$ cat src/rtl/sram_pkg.sv
// Shared types for the multi-channel SRAM controller.
// Latency: n/a (types and constants only).
// Backpressure: n/a.
package sram_pkg;

    typedef enum logic [0:0] {S_INIT, S_RUN} sram_state_t;

    localparam int RD_LATENCY = 1;

endpackage

$ cat src/rtl/sram_arb_ctrl_rr_arbiter.sv
// Round-robin arbiter: one-hot grant to the first requester at or after rr_ptr.
// Latency: grant is combinational from req, en and rr_ptr.
// Backpressure: non-granted requesters wait; rr_ptr moves past each winner.
module rr_arbiter #(
    parameter int NCH = 2,
    localparam int IDX_W = (NCH > 1) ? $clog2(NCH) : 1
) (
    input  logic             clk,
    input  logic             rst,
    input  logic             en,
    input  logic [NCH-1:0]   req,
    output logic [NCH-1:0]   gnt,
    output logic [IDX_W-1:0] gnt_idx
);

    logic [IDX_W-1:0] rr_ptr;
    logic [IDX_W-1:0] cand_idx;
    logic             found;
    int               cand;

    always_comb begin
        gnt      = '0;
        gnt_idx  = '0;
        found    = 1'b0;
        cand     = 0;
        cand_idx = '0;
        for (int k = 0; k < NCH; k++) begin
            cand = int'(rr_ptr) + k;
            if (cand >= NCH)
                cand = cand - NCH;
            cand_idx = IDX_W'(cand);
            if (en && !found && req[cand_idx]) begin
                found         = 1'b1;
                gnt[cand_idx] = 1'b1;
                gnt_idx       = cand_idx;
            end
        end
    end

    always_ff @(posedge clk) begin
        if (rst)
            rr_ptr <= '0;
        else if (en && |gnt)
            rr_ptr <= (gnt_idx == IDX_W'(NCH - 1)) ? '0 : gnt_idx + 1'b1;
    end

endmodule

$ cat src/rtl/sram_arb_ctrl.sv
// NCH valid/ready requesters share one single-port SRAM; zero-fill sweep after reset.
// Latency: writes commit on the accept edge; read data one cycle after accept.
// Backpressure: req_ready low during the sweep and for channels not granted this cycle.
module sram_arb_ctrl
    import sram_pkg::*;
#(
    parameter int WIDTH      = 4,
    parameter int DEPTH      = 32,
    parameter int NCH        = 2,
    parameter int ADDR_WIDTH = $clog2(DEPTH)
) (
    input  logic                      clk,
    input  logic                      rst,
    input  logic [NCH-1:0]            req_valid,
    output logic [NCH-1:0]            req_ready,
    input  logic [NCH-1:0]            req_we,
    input  logic [NCH*ADDR_WIDTH-1:0] req_addr,
    input  logic [NCH*WIDTH-1:0]      req_wdata,
    output logic [NCH-1:0]            rsp_valid,
    output logic [WIDTH-1:0]          rsp_rdata,
    output logic                      init_done
);

    localparam int IDX_W = (NCH > 1) ? $clog2(NCH) : 1;

    sram_state_t           state;
    logic [ADDR_WIDTH-1:0] init_ptr;
    logic [WIDTH-1:0]      mem [DEPTH];

    logic [NCH-1:0]        gnt;
    logic [IDX_W-1:0]      gnt_idx;
    logic                  acc;
    logic                  sel_we;
    logic                  in_range;
    logic [ADDR_WIDTH-1:0] sel_addr;
    logic [WIDTH-1:0]      sel_wdata;

    rr_arbiter #(.NCH(NCH)) u_arb (
        .clk     (clk),
        .rst     (rst),
        .en      (state == S_RUN),
        .req     (req_valid),
        .gnt     (gnt),
        .gnt_idx (gnt_idx)
    );

    assign req_ready = gnt;
    assign acc       = |gnt;
    assign sel_we    = req_we[gnt_idx];
    assign sel_addr  = req_addr[gnt_idx*ADDR_WIDTH +: ADDR_WIDTH];
    assign sel_wdata = req_wdata[gnt_idx*WIDTH +: WIDTH];

    // A full power-of-two array cannot be addressed out of range.
    if (DEPTH == (1 << ADDR_WIDTH)) begin : g_full
        assign in_range = 1'b1;
    end else begin : g_part
        assign in_range = sel_addr < ADDR_WIDTH'(DEPTH);
    end

    always_ff @(posedge clk) begin
        if (rst) begin
            state     <= S_INIT;
            init_ptr  <= '0;
            init_done <= 1'b0;
            rsp_valid <= '0;
            rsp_rdata <= '0;
        end else begin
            case (state)
                S_INIT: begin
                    rsp_valid <= '0;
                    init_ptr  <= init_ptr + 1'b1;
                    if (init_ptr == ADDR_WIDTH'(DEPTH - 1)) begin
                        state     <= S_RUN;
                        init_done <= 1'b1;
                    end
                end
                S_RUN: begin
                    rsp_valid <= (acc && !sel_we) ? gnt : '0;
                    if (acc && !sel_we)
                        rsp_rdata <= in_range ? mem[sel_addr] : '0;
                end
                default: state <= S_INIT;
            endcase
        end
    end

    // Storage has no reset; the sweep after every reset zero-fills it.
    always_ff @(posedge clk) begin
        if (!rst) begin
            if (state == S_INIT)
                mem[init_ptr] <= '0;
            else if (acc && sel_we && in_range)
                mem[sel_addr] <= sel_wdata;
        end
    end

endmodule

$ cat config.mk
export PLATFORM = sky130hd
export DESIGN_NAME = sram_arb_ctrl
export DESIGN_NICKNAME = d
export VERILOG_FILES = /design/src/rtl/sram_pkg.sv /design/src/rtl/sram_arb_ctrl_rr_arbiter.sv /design/src/rtl/sram_arb_ctrl.sv
export SDC_FILE = /design/constraint.sdc
export NUM_CORES = 1
export LEC_CHECK = 0
export ABC_AREA = 0
export BUFFER_PORTS_ARGS = -buffer_cell sky130_fd_sc_hd__buf_2
export CORE_MARGIN = 2
export CORE_UTILIZATION = 40
export DETAILED_ROUTE_END_ITERATION = 8
export GPL_TIMING_DRIVEN = 0
export PLACE_DENSITY = 0.54
export SETUP_SLACK_MARGIN = 0.4
export SLEW_MARGIN = 20
export SYNTH_ARGS = -nofsm -noshare
export SYNTH_HDL_FRONTEND = slang
export SYNTH_SLANG_ARGS = --single-unit
$ cat constraint.sdc
create_clock -name clk -period 3.83 [get_ports clk]
set_clock_uncertainty 0.15 [all_clocks]
set_input_delay 0.766 -clock clk [delete_from_list [all_inputs] [get_ports clk]]
set_output_delay 0.766 -clock clk [all_outputs]
set_load 0.005 [all_outputs]
After elaboration in Yosys (flattened, before gate mapping)
Memory sizes are Yosys's and may differ from the RTL's. A register that Yosys moved wholly into a read port is not among the register bits.
Cells that the tools add are included.

storage, ports and cells
  flip-flop bits (word level) = 10
  bits in latches = 0
  RAM bits = 128
  bits in read-only memories = 0
  input bits = 24
  output and inout port bits = 9
  logic and storage cells = 70
  memories kept = 1

memory list
  memory  depth  width  rd ports  clocked after memory_dff  write ports  line                 source
  mem     32     4      1         1                         1            sram_arb_ctrl.sv:28  logic [WIDTH-1:0] mem [DEPTH];

operators by class
  add/sub/neg operators = 5
  multiply operators = 1
  div/mod/pow operators = 0
  order comparisons = 7
  equal/unequal tests = 1
  shifts and indexed selects = 2
  muxes and demuxes = 32
  bitwise gates (word level) = 2
  reductions and logical operators = 14

operators with widths
  kind                                                                                 count
  1-bit 2-to-1 mux                                                                     24
  10-bit by 5-bit indexed part select with 5-bit output                                1
  1-bit logical AND                                                                    8
  8-bit by 4-bit indexed part select with 4-bit output                                 1
  1-bit by 2-bit less-than comparator with 1-bit output, second input constant         3
  2-bit 2-to-1 mux                                                                     3
  5-bit by 1-bit adder with 5-bit output, second input constant                        1
  5-bit == test, second input constant                                                 1
  5-bit 2-to-1 mux                                                                     1
  1-bit by 3-bit multiplier with 4-bit output, second input constant                   1
  4-bit 2-to-1 mux                                                                     1
  2-bit case mux with 2 select lines                                                   1
  2-bit AND reduction                                                                  2
  4-bit OR reduction                                                                   1
  1-bit by 1-bit adder with 2-bit output, second input constant                        1
  1-bit demux with 1-bit select                                                        2
  1-bit greater-or-equal comparator, second input constant                             2
  1-bit by 2-bit greater-or-equal comparator with 1-bit output, second input constant  1
  2-bit greater-or-equal comparator, second input constant                             1
  1-bit zero test                                                                      2
  2-bit OR                                                                             1
  2-bit OR reduction                                                                   1
  1-bit subtractor, second input constant                                              2
  1-bit adder, second input constant                                                   1
  1-bit inverter                                                                       1

Longest topological paths before layout
Gate-level depths: netlist of run 1.

  word-level depth = 19
  depth in mapped cells = 9

By module
A second synthesis of run 1 with hierarchy kept.

second synthesis, totals
  cells, all modules = 633
  area total of the unflattened synthesis = 7050.5 um^2

modules (own cells, without submodules)
  module         instances  cells each  area an instance (um^2)  seq. area each (um^2)
  sram_arb_ctrl  1          623         6982.9                   4103.9
  rr_arbiter     1          10          67.6                     20.0

Worst setup path after synthesis of run 1
No wires, ideal clock.

  path kind = input to register
  start point = in req_valid[1]
  end point = mem mem[0][0] (data pin)
  setup time = 0.377 ns
  data arrival time = 2.630 ns
  data required time = 3.303 ns
  slack = 0.673 ns
  stages = 6
  path buffers = 2
  cells stage by stage = and2_1 nand2_1 buf_2 buf_1 nand2_1 a21oi_1

on the way
  cells in the longest elaborated chain, start to end = 17

ends and longest elaborated chain
  what                                                  line                            source
  from (decl)                                           sram_arb_ctrl.sv:14             input logic [NCH-1:0] req_valid,
  1-bit 2-to-1 mux (implied by the code) (2 in series)  sram_arb_ctrl_rr_arbiter.sv:32  if (en && !found && req[cand_idx]) begin
  1-bit logical AND                                     sram_arb_ctrl_rr_arbiter.sv:32
  1-bit 2-to-1 mux                                      sram_arb_ctrl_rr_arbiter.sv:32
  1-bit zero test                                       sram_arb_ctrl_rr_arbiter.sv:32
  1-bit logical AND (2 in series)                       sram_arb_ctrl_rr_arbiter.sv:32
  1-bit 2-to-1 mux                                      sram_arb_ctrl_rr_arbiter.sv:32
  1-bit 2-to-1 mux (implied by the code) (2 in series)  sram_arb_ctrl.sv:49             assign sel_we = req_we[gnt_idx];
  1-bit logical AND                                     sram_arb_ctrl.sv:92             else if (acc && sel_we && in_range)
  1-bit 2-to-1 mux                                      sram_arb_ctrl.sv:92
  1-bit 2-to-1 mux                                      sram_arb_ctrl.sv:90             if (state == S_INIT)
  1-bit 2-to-1 mux                                      sram_arb_ctrl.sv:89             if (!rst) begin
  1-bit 2-to-1 mux (implied by the code)                sram_arb_ctrl.sv:93             mem[sel_addr] <= sel_wdata;
  4-bit OR reduction (no line)                          -
  4-bit 2-to-1 mux (no line) (*)                        -
  to (decl)                                             sram_arb_ctrl.sv:28

Mark *: on every way between the ends. The rest lies on a longest branch, timed or not. The select of a mux whose other input is x is not followed.

Worst setup path after layout of run 1
  start point = in req_addr[6]
  end point = mem mem[8][0], enable pin

on the way
  cells in the longest elaborated chain, start to end = 2

ends and longest elaborated chain
  what                                                   line                 source
  from (decl)                                            sram_arb_ctrl.sv:17  input logic [NCH*ADDR_WIDTH-1:0] req_addr,
  10-bit by 5-bit indexed part select with 5-bit output  sram_arb_ctrl.sv:50  assign sel_addr = req_addr[gnt_idx*ADDR_WIDTH +: ADDR_WIDTH];
  5-bit 2-to-1 mux (no line)                             -

Every way passes these cells.

==> results of run 1 <==
## worst paths after layout
check                            startpoint                     end  slack, ns  cells past startpoint
hold reg to reg      init_done$_SDFFE_PP0P_  init_done$_SDFFE_PP0P_       0.33                      2
hold / removal       init_done$_SDFFE_PP0P_  init_done$_SDFFE_PP0P_       0.33                      2
setup reg to reg  u_arb.rr_ptr$_SDFFE_PP0P_     mem[4][0]$_DFFE_PP_       0.91                      6
setup / recovery                req_addr[6]     mem[8][0]$_DFFE_PP_       0.52                      6
## where the power goes
part | switching (µW) | internal [µW]
clock network | 638 | 1090
logic | 130 | 87.6
registers | 8.11 | 1680
## worst register-to-register path, cell delays in order, from the launching register on
cell and delay [ns]:
dfxtp_1 0.34, nor2b_1 0.23, o21ai_1 0.15, a21oi_2 0.53, mux2i_1 0.42, nand3_1 0.29
nor2_1 0.44
## cell type report
cell class	count	area, µm²	area share [%]
sequential	142	4120	50.7
multi-input combinational	263	2740	33.7
clock buffer	23	488	6.00
tap	225	282	3.46
timing repair buffer	31	223	2.74
clock inverter	9	134	1.64
buffer	26	130	1.60
inverter	5	18.8	0.231
## sequential cells by signal (all words and copies together), names as in the netlist
register / flops
init_ptr: 5
u_arb.rr_ptr: 1
rsp_valid: 2
init_done: 1
rsp_rdata: 4
mem: 128
state: 1
## repair_timing
action	CTS	global route
pin swaps	0	0
gates resized for setup	3	1
hold buffers	0	0
setup endpoints to repair	72	8
## cells by family after synthesis
family | count (synthesis)
AOI/OAI and AO/OA | 47
xor gates and xnor gates | 3
adders and majority gates | 2
buffers and inverters | 31
DFF | 142
muxes | 95
and+or+nand+nor | 116
## Yosys cell counts, types with 2 or more instances
cell type / instances
mux2i_1: 26
o21ai_1: 3
o31ai_1: 3
ha_1: 2
xor2_1: 2
o211ai_1: 2
dfxtp_1: 14
a32oi_1: 4
buf_1: 2
nor4b_1: 2
nor3b_1: 2
buf_4: 3
inv_1: 4
nor2b_1: 13
and3_1: 5
nor3_1: 7
nand3_1: 11
o21ai_0: 2
and2_1: 3
a21oi_1: 12
edfxtp_1: 128
mux4_1: 2
mux4_2: 60
buf_2: 10
clkbuf_1: 10
a2111oi_0: 2
nand2_1: 20
o22ai_1: 2
nand4_1: 4
a211oi_1: 6
nor2_1: 45
mux2_2: 6
nand2b_1: 2
## metrics by stage
step	hold WS, ns	std cells	total power, µW	util, %
finish	0.325	724	3630	47.6
global route	0.361	724	3720	47.6
CTS	0.327	723	3640	47.5
detailed placement	0.314	691	1930	43.8
global placement	0.303	688	1930	43.0
floorplan	0.299	436	1860	-
## layer usage
layer / global-route usage, % / vias to the layer above
met5: 0 / -
met4: 8.74 / 0
met3: 5.46 / 44
met2: 33.3 / 224
met1: 28.9 / 2217
li1: - / 1876
==> reports/metrics.sh, run 1 <==
CAP_VIOL_MAX_COUNT=0
FIN_AREA_UM2=8140
SEQ_AREA_FRAC_SYNTH_PCT=59.4
FILLERS=1470
INSERTION_DELAY_NS=0.43
SYNTH_TOP_CELL_BY_AREA='edfxtp_1'
HOLD_PATH.CLASS='reg -> reg'
FIN_SETUP_TNS_NS=0
MAX_CLOCK_FREQ_MHz=302
DRT-TOTAL-WL_MM=18.7
SYNTH.TOP_CELL.AREA_SHARE_PCT=55.4
SYNTH.CELL_AREA_UM2=6940
SYNTH_XOR_AREA_SHARE_PCT=0.378
DIE_AREA_UM2=18400
CLKSINKCOUNT=142
SYNTH_MUX_AREA_SHARE_PCT=25.1
YS_ASYNC_SR_FRACTION_PCT=0
WORST-SETUP-PATH-TYPE='in -> reg'
SYN_AVG_CELL_AREA_UM2=15.9
GRT_MAX_DEGREE=33
FINAL_MIN_PERIOD_OVER_CLOCK_PERIOD_PCT=86.5
DRT_ITER0_DRC=631
CRITPATHMAXSTAGEDELAY_NS=0.68
IR_DROP_mV=0.283
WORST-PATH-BUF-INV=3
CRITPATHMOSTFREQUENTCELL='clkbuf_1'
SYNTH.LIB_CELLS_USED.DISTINCT=50
POSTSYNTHNETCOUNT=462
POSTCTSSETUPREPAIRBUFS=0
ROUTED_WIRE_LENGTH_PER_INSTANCE_UM=25.8
CLK_TREE_ROOT_CELL='clkbuf_16'
WORST_EP_REQUIRED_TIME_NS=3.80
YS.FLOP_TYPE='edfxtp_1'
POST-PLACE-WS_NS=-0.152
LARGEST_FAMILY_OF_LOGIC_CELLS_BY_SYNTHESIZED_AREA='multiplexers'
POWER.STATIC_LEAKAGE_uW=0.00242
FINAL_HOLD_VIOL_COUNT=0
MET2WIRELENGTH_MM=8.77
DRT-MET1-WL_MM=7.88
VIA_PER_INST=6.02
FINAL_LAYOUT_SIZE_SUFFIX_GT1_SHARE_PCT=30.3
MAX_SLEW_VIOLATIONS=0
FIN_WS_NS=0.519
MET3_LENGTH_MM=1.38
FIN_NETS=512
GLOBALROUTE.TOTALOVERFLOW=0
SYNTH_ADDER_AREA_SHARE_PCT=0.360
POST-DP-HPWL_MM=13.1
DIE_X_UM=136
FINALSETUPVIOLCOUNT=0
CTS_MAX_PATH_BUFFERS=2
PLACED_AREA_UM2=7490
ROUTED.TOP_LAYER='met4'
CRIT_FANOUT=10
TIMING_WORST_SLEW_PIN_VALUE_NS=0.868
NUMBER_OF_SYNTHESIZED_FLOPS_WITH_AN_ENABLE_PIN=128
SYNTH_AREA_LEADERS='edfxtp_1 55%, mux4_2 19%, dfxtp_1 4.0%'
ANTENNA_LEFT=0
GRT_SETUP_UNREPAIRED='no'
ANTENNA-DIODE-COUNT=0
FINAL_CELL_MIX='128 x edfxtp_1, 60 x mux4_2, 45 x nor2_1'
TIMING.SLEW.HEADROOM_PCT=42.1
STD_CELL_ROWS=48
ARRIVAL_NS=3.29
ANTENNA_FOUND_INITIAL=0
PLACE.GP.CONGESTION=0.870
CELL_CHAIN_CRITICAL_PATH='buf_2 -> clkbuf_1 -> clkbuf_1 -> mux2i_1 -> a32oi_2 -> nor2_1'
FINAL.MIN_CLOCK_PERIOD_NS=3.31
CORE_AREA_UM2=17100
WORST_PATH_DOMINANT_CELL_FAMILY='buffers and inverters'
CP-END-KIND='flip-flop'
SYNTH_SEQ_CELLS=142
NUM_VIAS=4361
FIRST_GLOBAL_VIAS=4392
DRC=0
BOUNDARYPINS=33
DRT_FIRST_PASS_ITERS=5
CRIT_PATH_START_KIND='primary input'
CLK_PIN_SLEW_WORST_PATHS_NS=0.06
COUNT_OF_H_TREE_LEVELS_BUILT_DURING_CTS=4
CTS_TREE='yes'
GLOBAL_ROUTE.USAGE.TOTAL_PCT=21.4
SYNTH.YOSYS.WARNINGS=0
HIGHEST_DELAY_CELL_ALONG_THE_CRITICAL_PATH='clkbuf_1'
INITIAL_STANDARD_CELL_UTILIZATION_OF_THE_CORE_PCT=40.6
COMPOUND_GATE_PORTION_OF_THE_SYNTHESIZED_AREA_PCT=4.70
SYNTHSIMPLEGATEAREAFRAC_PCT=7.95
POWER_PER_CELL_AREA_nW_PER_UM2=447
CTS-BUFFERS-INSERTED=17
MOSTFREQUENTLAYOUTCELL='edfxtp_1'
STATUS='finished clean'
AREA_GROW_SYN2LAYOUT_PCT=17.2
VERTICAL_DIE_DIMENSION_UM=136
COUNT_OF_MAPPED_CELLS_OUT_OF_SYNTHESIS=436
PLACEMENT.IO_BUFFERS=27
GRT_FIRST_PASS_WIRELENGTH_MM=27.7
Power figures use the tool's default switching activity.
==> run 2: changes to the inputs <==
- PLACE_DENSITY: 0.54 -> 0.56
- clock period: 3.83 -> 2.9 ns (I/O delays scaled with it)
==> run 2 against run 1 <==
Total power increased by 32%. Global-route usage rose by 1.8 points. Register-to-register slack got worse by 0.44 ns. Sequential power rose by 32%. Flip-flop and latch count unchanged. Clock power is 27% higher. Critical path type unchanged. Critical endpoint is now mem[4][3]$_DFFE_PP_.
==> reports/metrics.sh, run 2 (synthesized netlist as in run 1, its figures left out) <==
POST-DP-HPWL_MM=13.1  # about the same
GRT_SETUP_UNREPAIRED='no'
FINAL_LAYOUT_SIZE_SUFFIX_GT1_SHARE_PCT=44.6  # +14 points
CRITICAL_PATH.REG2REG.STARTPOINT='u_arb.rr_ptr$_SDFFE_PP0P_'
VIA_PER_INST=6.11  # +1.4%
WORST_R2R_PATH_DEPTH=8  # +2
GRT_FIRST_PASS_WIRELENGTH_MM=30.0  # +8.4%
POST-PLACE-WS_NS=-0.907  # -0.755 ns
COUNT_OF_H_TREE_LEVELS_BUILT_DURING_CTS=4  # unchanged
CLK_PIN_SLEW_WORST_PATHS_NS=0.06  # about the same
CRIT_FANOUT=6  # -4
CRITPATHMAXSTAGEDELAY_NS=0.33  # -0.35 ns
HOLD_PATH_STARTPOINT='req_we[1]'
ANTENNA_LEFT=0  # unchanged
CRIT-REG2REG-CAPTURE='mem[4][3]$_DFFE_PP_'
LARGEST_REGISTER_FF_COUNT=128  # unchanged
AREA_GROW_SYN2LAYOUT_PCT=27.4
POWER.STATIC_LEAKAGE_uW=0.00260  # +7.5%
TIMING.SLEW.HEADROOM_PCT=46.1  # +3.9 points
WORST_HOLD_PATH.NUM_CELLS=2  # unchanged
CLOCK_POWER_SHARE_PCT=46.0  # -1.6 points
FINAL.MIN_CLOCK_PERIOD_NS=2.45
WORST_PATH_DOMINANT_CELL_FAMILY='simple AND/OR/NAND/NOR gates'
CELL_CHAIN_CRITICAL_PATH='buf_2 -> nor2b_1 -> o21ai_1 -> a21oi_4 -> buf_12 -> buf_4 -> mux2_2 -> nand3_2 -> nor2_4'
WORST-PATH-BUF-INV=3  # unchanged
SWSHARE_PCT=22.5  # +1.2 points
GRT_MAX_DEGREE=17  # -48%
FIN_WS_NS=0.455  # -0.0638 ns
FINAL_CELL_COUNT_NO_FILL=750  # +3.6%
INITIAL_STANDARD_CELL_UTILIZATION_OF_THE_CORE_PCT=40.6  # unchanged
STATUS='finished clean'
FINAL_HOLD_VIOL_COUNT=0  # unchanged
DRT_FIRST_PASS_ITERS=5  # unchanged
GLOBALROUTE.TOTALOVERFLOW=0  # unchanged
POWER_PER_CELL_AREA_nW_PER_UM2=541  # +21%
SHARE_SEQ_OF_TOTAL_POWER_PCT=46.5  # about the same
PLACED_AREA_UM2=7410  # -1.1%
DRT-TOTAL-WL_MM=20.2  # +8.2%
CELLINTERNALPOWER_uW=3710  # +30%
HOLD_PATH.CLASS='in -> reg'
REGISTERS.TOP_BY_FF_COUNT='mem'
IR_DROP_mV=0.372  # +31%
CAP_VIOL_MAX_COUNT=0  # unchanged
ARRIVAL_NS=2.41  # -0.88 ns
ANTENNA_FOUND_INITIAL=1  # +1
MAX_CLOCK_FREQ_MHz=409
STD_CELL_ROWS=48  # unchanged
CTS-BUFFERS-INSERTED=17  # unchanged
MAX_SLEW_VIOLATIONS=0  # unchanged
WORST_EP_REQUIRED_TIME_NS=2.87  # -0.93 ns
DRT_ITER0_DRC=490  # -22%
DIE_AREA_UM2=18400  # unchanged
FIN_NETS=538  # +5.1%
WORST-SETUP-PATH-TYPE='in -> reg'
PLACE.GP.CONGESTION=0.886  # +1.9%
FINALSETUPVIOLCOUNT=0  # unchanged
DP.CELLS=688  # -0.43%
CLKSINKCOUNT=142  # unchanged
CTS_TREE='yes'
CLK_TREE_ROOT_CELL='clkbuf_16'
NUM_VIAS=4583  # +5.1%
DIE_X_UM=136  # unchanged
PLACEMENT.IO_BUFFERS=27  # unchanged
GLOBAL_ROUTE.USAGE.TOTAL_PCT=23.2  # +1.8 points
FINAL_CELL_MIX='128 x edfxtp_1, 60 x mux4_2, 33 x buf_2'
DRC=0  # unchanged
ROUTED_WIRE_LENGTH_PER_INSTANCE_UM=27.0  # +4.5%
CRIT_PATH_START_KIND='primary input'
HOLD_BUFFERS=0  # unchanged
HIGHEST_DELAY_CELL_ALONG_THE_CRITICAL_PATH='mux2_2'
CORE_AREA_UM2=17100  # unchanged
SWITCHINGPOWER_uW=1080  # +39%
FIRST_GLOBAL_VIAS=4708  # +7.2%
TIMING_WORST_SLEW_PIN_VALUE_NS=0.809  # -0.0589 ns
STARTPOINT='req_valid[0]'
HOLD_SLACK_NS=0.203  # -0.123 ns
CTS_MAX_PATH_BUFFERS=2  # unchanged
ANTENNA-DIODE-COUNT=0  # unchanged
REG2REG_SETUP_SLACK_NS=0.47  # -0.44 ns
WHS_ENDPOINT='rsp_valid[1]$_SDFF_PP0_'
MOSTFREQUENTLAYOUTCELL='edfxtp_1'
FIN_AREA_UM2=8840  # +8.7%
BOUNDARYPINS=33  # unchanged
COMBINATIONALPOWERSHARE_PCT=7.5  # +1.5 points
INSERTION_DELAY_NS=0.42  # about the same
CP-END-KIND='flip-flop'
VERTICAL_DIE_DIMENSION_UM=136  # unchanged
REG.LARGEST.LIST='mem: 128 flops, init_ptr: 5 flops, rsp_rdata: 4 flops'
FINAL_MIN_PERIOD_OVER_CLOCK_PERIOD_PCT=84.3
## run 2: per-stage QoR
| stage | power, µW | util, % | setup TNS [ns] |
|---|---|---|---|
| after CTS | 4770 | 50.2 | 0 |
| after floorplan | 2450 | - | 0 |
| after global placement | 2550 | 43.3 | -127.35 |
| final | 4790 | 51.7 | 0 |
| after global routing | 4910 | 51.7 | 0 |
| after detailed placement | 2550 | 43.3 | -148.00 |
## run 2: cell type report
class / count / area (µm²)
sequential: 142 / 4130
multi-input combinational: 267 / 3190
buffer: 26 / 161
inverter: 5 / 18.8
clock buffer: 17 / 425
clock inverter: 15 / 170
fill: 1385 / 8270
timing repair buffer: 53 / 468
tap: 225 / 282
## run 2: worst max path at each step
stage,end,slack (ns),depth (start not counted)
2_1_floorplan,mem[16][0]$_DFFE_PP_,0.42,6
6_report,mem[4][3]$_DFFE_PP_,0.45,9
5_1_grt,mem[4][3]$_DFFE_PP_,0.40,8
3_5_place_dp,mem[12][1]$_DFFE_PP_,-0.91,6
4_1_cts,mem[9][3]$_DFFE_PP_,0.27,7
3_3_place_gp,mem[12][1]$_DFFE_PP_,-0.91,6
## run 2: power groups by stage
stage          logic (µW)  clock network (µW)  registers, µW
6_report              358                2200           2230
5_1_grt               377                2300           2230
4_1_cts               326                2220           2230
3_5_place_dp          285                   0           2270
3_3_place_gp          282                   0           2270
2_1_floorplan         187                   0           2270
## run 2: metal layers
layer	wire [µm]	GRT usage (%)	vias up
met2	9420	36.2	218
met1	8420	31.2	2364
li1	-	-	1947
met3	1560	5.27	52
met5	8	0	-
met4	811	10.9	2
## run 2: timing repair
item,in CTS,in global routing
endpoints found under the setup margin,261,260
gates resized for setup,81,33
pin swaps,11,7
buffers inserted,19,7
gates cloned,4,0
